`config.mk`:
```
export PLATFORM = sky130hd
export DESIGN_NAME = gpio_pad_ctrl
export DESIGN_NICKNAME = d
export VERILOG_FILES = /design/src/rtl/gpio_pad_ctrl.sv
export SDC_FILE = /design/constraint.sdc
export NUM_CORES = 1
export LEC_CHECK = 0
export BUFFER_PORTS_ARGS = -buffer_cell sky130_fd_sc_hd__buf_2
export CAP_MARGIN = 25
export CORE_ASPECT_RATIO = 1.75
export CORE_UTILIZATION = 34
export CTS_CLUSTER_SIZE = 20
export DETAILED_ROUTE_END_ITERATION = 10
export GPL_ROUTABILITY_DRIVEN = 0
export PLACE_DENSITY = 0.51
export SYNTH_ARGS = -nofsm -noshare
export SYNTH_HDL_FRONTEND = slang
export SYNTH_SLANG_ARGS = --single-unit
```
`constraint.sdc`:
```
create_clock -name clk -period 2.1 [get_ports clk]
set_input_delay 0.42 -clock clk [delete_from_list [all_inputs] [get_ports clk]]
set_output_delay 0.42 -clock clk [all_outputs]
set_load 0.05 [all_outputs]
```
`src/rtl/gpio_pad_ctrl.sv`:
```
// Per-channel GPIO pad control: push-pull/open-drain drive, synchronised and
// glitch-filtered inputs, and edge-detect interrupt status behind a small register port.
module gpio_pad_ctrl #(
    parameter int NUM_CH      = 8,
    parameter int SYNC_STAGES = 2,
    parameter int FILT_W      = 4
) (
    input  logic              clk,
    input  logic              rst,
    input  logic              cfg_we,
    input  logic              cfg_re,
    input  logic [2:0]        cfg_addr,
    input  logic [NUM_CH-1:0] cfg_wdata,
    output logic [NUM_CH-1:0] cfg_rdata,
    input  logic [NUM_CH-1:0] pad_in,
    output logic [NUM_CH-1:0] pad_out,
    output logic [NUM_CH-1:0] pad_oe,
    output logic              irq
);

    localparam logic [2:0] ADDR_OUT     = 3'd0;
    localparam logic [2:0] ADDR_OE      = 3'd1;
    localparam logic [2:0] ADDR_OD      = 3'd2;
    localparam logic [2:0] ADDR_IN      = 3'd3;
    localparam logic [2:0] ADDR_RISE_EN = 3'd4;
    localparam logic [2:0] ADDR_FALL_EN = 3'd5;
    localparam logic [2:0] ADDR_IRQ     = 3'd6;
    localparam logic [2:0] ADDR_THRESH  = 3'd7;

    localparam logic [FILT_W-1:0] CNT_ONE = FILT_W'(1);

    logic [NUM_CH-1:0] out_q, out_d;
    logic [NUM_CH-1:0] oe_q, oe_d;
    logic [NUM_CH-1:0] od_q, od_d;
    logic [NUM_CH-1:0] rise_en_q, rise_en_d;
    logic [NUM_CH-1:0] fall_en_q, fall_en_d;
    logic [NUM_CH-1:0] irq_status_q, irq_status_d;
    logic [FILT_W-1:0] thresh_q, thresh_d;
    logic [NUM_CH-1:0] rdata_q, rdata_d;
    logic              irq_q, irq_d;

    logic [NUM_CH-1:0] sync_q [SYNC_STAGES];
    logic [NUM_CH-1:0] filt_q, filt_d;
    logic [NUM_CH-1:0] filt_dly_q;
    logic [FILT_W-1:0] cnt_q [NUM_CH];
    logic [FILT_W-1:0] cnt_d [NUM_CH];

    logic [7:0]        wr_sel;
    logic [NUM_CH-1:0] synced;
    logic [NUM_CH-1:0] rise_evt;
    logic [NUM_CH-1:0] fall_evt;
    logic [NUM_CH-1:0] w1c_mask;
    logic [NUM_CH-1:0] rd_val;

    assign synced = sync_q[SYNC_STAGES-1];

    // Open-drain channels only ever pull low: enable the driver when OUT is 0.
    always_comb begin
        pad_out = out_q & ~od_q;
        pad_oe  = oe_q & ~(od_q & out_q);
    end

    assign cfg_rdata = rdata_q;
    assign irq       = irq_q;

    always_comb begin
        wr_sel = '0;
        if (cfg_we) begin
            wr_sel = 8'b1 << cfg_addr;
        end
    end

    always_comb begin
        out_d     = wr_sel[ADDR_OUT]     ? cfg_wdata : out_q;
        oe_d      = wr_sel[ADDR_OE]      ? cfg_wdata : oe_q;
        od_d      = wr_sel[ADDR_OD]      ? cfg_wdata : od_q;
        rise_en_d = wr_sel[ADDR_RISE_EN] ? cfg_wdata : rise_en_q;
        fall_en_d = wr_sel[ADDR_FALL_EN] ? cfg_wdata : fall_en_q;
        thresh_d  = wr_sel[ADDR_THRESH]  ? cfg_wdata[FILT_W-1:0] : thresh_q;
    end

    // Status bits: W1C clear first, new edge events OR'd in last so a set wins.
    always_comb begin
        rise_evt     = filt_q & ~filt_dly_q & rise_en_q;
        fall_evt     = ~filt_q & filt_dly_q & fall_en_q;
        w1c_mask     = wr_sel[ADDR_IRQ] ? cfg_wdata : '0;
        irq_status_d = (irq_status_q & ~w1c_mask) | rise_evt | fall_evt;
        irq_d        = |irq_status_q;
    end

    always_comb begin
        rd_val = '0;
        unique case (cfg_addr)
            ADDR_OUT:     rd_val = out_q;
            ADDR_OE:      rd_val = oe_q;
            ADDR_OD:      rd_val = od_q;
            ADDR_IN:      rd_val = filt_q;
            ADDR_RISE_EN: rd_val = rise_en_q;
            ADDR_FALL_EN: rd_val = fall_en_q;
            ADDR_IRQ:     rd_val = irq_status_q;
            ADDR_THRESH:  rd_val[FILT_W-1:0] = thresh_q;
            default:      rd_val = '0;
        endcase
        rdata_d = cfg_re ? rd_val : rdata_q;
    end

    // A mismatch has to survive THRESH+1 consecutive cycles before filt follows it.
    always_comb begin
        filt_d = filt_q;
        cnt_d  = cnt_q;
        for (int i = 0; i < NUM_CH; i++) begin
            if (synced[i] == filt_q[i]) begin
                cnt_d[i] = '0;
            end else if (cnt_q[i] >= thresh_q) begin
                filt_d[i] = synced[i];
                cnt_d[i]  = '0;
            end else begin
                cnt_d[i] = cnt_q[i] + CNT_ONE;
            end
        end
    end

    always_ff @(posedge clk) begin
        if (rst) begin
            out_q        <= '0;
            oe_q         <= '0;
            od_q         <= '0;
            rise_en_q    <= '0;
            fall_en_q    <= '0;
            irq_status_q <= '0;
            thresh_q     <= '0;
            rdata_q      <= '0;
            irq_q        <= 1'b0;
            filt_q       <= '0;
            filt_dly_q   <= '0;
            for (int s = 0; s < SYNC_STAGES; s++) begin
                sync_q[s] <= '0;
            end
            for (int i = 0; i < NUM_CH; i++) begin
                cnt_q[i] <= '0;
            end
        end else begin
            out_q        <= out_d;
            oe_q         <= oe_d;
            od_q         <= od_d;
            rise_en_q    <= rise_en_d;
            fall_en_q    <= fall_en_d;
            irq_status_q <= irq_status_d;
            thresh_q     <= thresh_d;
            rdata_q      <= rdata_d;
            irq_q        <= irq_d;
            filt_q       <= filt_d;
            filt_dly_q   <= filt_q;
            sync_q[0]    <= pad_in;
            for (int s = 1; s < SYNC_STAGES; s++) begin
                sync_q[s] <= sync_q[s-1];
            end
            for (int i = 0; i < NUM_CH; i++) begin
                cnt_q[i] <= cnt_d[i];
            end
        end
    end

endmodule

```
==> results by group <==
Layout
  • Commonest non-fill, non-tap cell in the layout: dfxtp_1
  • FF/Latch Area: 2500 um2
  • Diodes inserted: 0
  • Layout cell share with drive strength beyond 1: 14.9%
  • FILL cells: 1679
  • Most frequent cells in the layout: dfxtp_1, nand2_1, a21oi_1, nor2_1, buf_2
  • Area grow syn2layout: 18.3%
  • Layout net count: 783
  • Multi-input logic area: 3050 um2
  • Final instance area: 6850 um2

Routing
  • Total Wirelength: 14100 um
  • 1st-iter DRT viols: 151
  • Routed Antenna Nets: 0
  • Vias/cell: 4.86
  • DR vias: 4635
  • Residual DRC count: 0
  • DR pass1 iterations: 4
  • DR WL/cell: 14.8 um

Hold path
  • Hold depth: 2
  • Worst hold start: pad_in[6]
  • Hold Path Class: in -> reg
  • Hold worst-path end: sync_q[0][6]

Logic synthesis
  • Synth cell types: 48
  • Share of the synthesized area in the top cell type: 43.2%
  • Synth area leaders: dfxtp_1, ha_1, nand2_1, a21oi_1, nor2b_1
  • Number of standard cells after synthesis: 664
  • EDFF count, synth: 0
  • Syn avg cell area: 8.72 um2
  • Syn. warnings: 0
  • Synth area leader: dfxtp_1
  • Synth Flop Type: dfxtp_1
  • Post-synth ARST share: 0%
  • Register area share after synthesis: 43.2%
  • Synthesized area: 5790 um2
  • Yosys reg bits: 125
  • Post-synth net total: 727

Clocking
  • Cts bufs inserted: 17
  • CTS resizes: 0
  • Root Buffer: clkbuf_16
  • Number of setup buffers added after CTS: 0
  • Post-CTS Hold Fix Bufs: 0
  • CTS tree: yes
  • Clock Pin Slew Worst Setup and Hold Paths: 50 ps
  • Skew-Pair Late Insertion Delay: 410 ps
  • H-tree Lvls: 4
  • Clock buffer depth: 2
  • CTS Sinks: 125

Status
  • Outcome: complete, no violations

Global route
  • Grt ovf: 0
  • GRT Util Overall: 17.4%
  • Vias in the first global route: 4594
  • Maximum number of pins on one net before global-route repair: 37
  • Number of antenna violations at the first check in global routing: 0
  • First-pass GRT wire length: 23300 um

Critical path
  • Startpoint Class: flip-flop
  • Worst R2R End: filt_q[7]
  • CP Max Fanout: 8
  • Critical path class: reg -> reg
  • Worst Reg-to-Reg Cells: 5
  • CP arrival: 2000 ps
  • Crit path required time: 2400 ps
  • RR Startpoint: thresh_q[3]
  • Element type at the critical path end: flip-flop
  • FF-to-FF setup slack: 390 ps

Pwr
  • P per Cell Area: 825 nW/um2
  • VDD IR max: 0.377 mV
  • Total Power: 0.00565 W
  • Leakage: 2.70 nW

Timing
  • Setup TNS: 0 ps
  • RSZ-0062 raised after global routing: false
  • Max Transition Viols Final: 0
  • Max-slew headroom at the worst pin: 63.5%
  • Final Hold Viols: 0
  • Part of the cycle the worst path needs: 81.3%
  • Fmax achieved: 586 MHz
  • Worst Max-Slew Pin Slew: 548 ps
  • Min Tclk post-route: 1710 ps
  • Post-Route Skew: 7.91 ps
  • Setup violators final: 0

Placed design
  • DP HPWL: 10600 um
  • Port Buffer Count: 47
  • Placed standard-cell area: 6280 um2

Floorplanning
  • Total die area: 17600 um2
  • Die W: 101 um
  • Initial Utilization: 35.0%
  • Die Y: 175 um
  • Num rows: 62
  • Core Region: 16500 um2
  • I/O pin cnt: 48

Job
  • # Max-Cap Violations: 0
[area by class of cell]
| class | instances | share of cell area (%) |
|---|---|---|
| multi-input combinational | 493 | 44.5 |
| timing repair buffer | 61 | 5.37 |
| sequential | 125 | 36.5 |
| tap | 224 | 4.09 |
| inverter | 22 | 1.21 |
| clock buffer | 22 | 6.93 |
| clock inverter | 7 | 1.32 |
[report_power, final]
part	total, W	internal, W	switching (W)
clock	0.00281	0.00181	0.00100
sequential	0.00246	0.00242	0.0000356
combinational	0.000376	0.000134	0.000242
[worst max-delay path: stages, from the launching register on]
cell	delay, ps
dfxtp_1	320
inv_1	330
ha_1	320
a21oi_1	190
o21ai_0	140
mux2_2	290
[worst max-delay path by stage]
stage | from | endpoint | slack (ps) | cells after the start
global route | thresh_q[3] | filt_q[7] | 240 | 5
detailed placement | cfg_addr[2] | cfg_rdata[6] | 270 | 5
floorplan | oe_q[6] | pad_oe[6] | 210 | 1
global placement | cfg_addr[2] | cfg_rdata[6] | 310 | 5
CTS | thresh_q[3] | filt_q[7] | 360 | 5
finish | thresh_q[3] | filt_q[7] | 390 | 5
[sequential cells by signal, summed over array words and instances (netlist names)]
name / flops
out_q: 8
oe_q: 8
thresh_q: 4
fall_en_q: 8
filt_q: 8
cfg_rdata: 8
irq_status_q: 8
filt_dly_q: 8
irq: 1
sync_q: 16
rise_en_q: 8
od_q: 8
cnt_q: 32
[cell families (layout without fill, tap and decap cells)]
family                   after synthesis  after routing  share of synthesized area, %
AND/OR/NAND/NOR                      277            277                          22.0
AO/OA/AOI/OAI                        125            125                          13.1
flip-flops                           125            125                          43.2
XOR/XNOR                              24             24                          3.63
buffers and inverters                 46            112                          4.11
multiplexers                          27             27                          5.29
adder cells (fa/ha/maj)               40             40                          8.64
[metal layers]
metal	wire, um	global-route usage [%]	vias up
met5	0	0	-
met4	468	8.57	0
met3	344	3.68	26
met2	7460	31.6	80
met1	5840	18.5	2159
li1	-	-	2370
[synth_stat cells (6+ instances only)]
| cell | number |
|---|---|
| nand2_1 | 123 |
| a21oi_1 | 67 |
| o21ai_0 | 10 |
| xor2_1 | 8 |
| ha_1 | 40 |
| dfxtp_1 | 125 |
| buf_2 | 12 |
| inv_1 | 22 |
| o22ai_1 | 9 |
| a221oi_1 | 8 |
| o211ai_1 | 8 |
| buf_6 | 6 |
| nor2_1 | 67 |
| mux2_2 | 9 |
| nand3_1 | 12 |
| nor2b_1 | 43 |
| mux2i_1 | 16 |
| xnor2_1 | 16 |
| a21boi_0 | 7 |
| nand2b_1 | 12 |
[through the flow]
stage / worst slack [ps] / instances / util [%] / hold WS, ps
after floorplan: 207 / 664 / - / 414
after global placement: 312 / 925 / 38.0 / 422
after detailed placement: 273 / 925 / 38.0 / 424
after CTS: 360 / 954 / 41.4 / 203
after global routing: 235 / 954 / 41.4 / 214
final: 393 / 954 / 41.4 / 213
No activity file was read; power rests on OpenSTA's default activity.
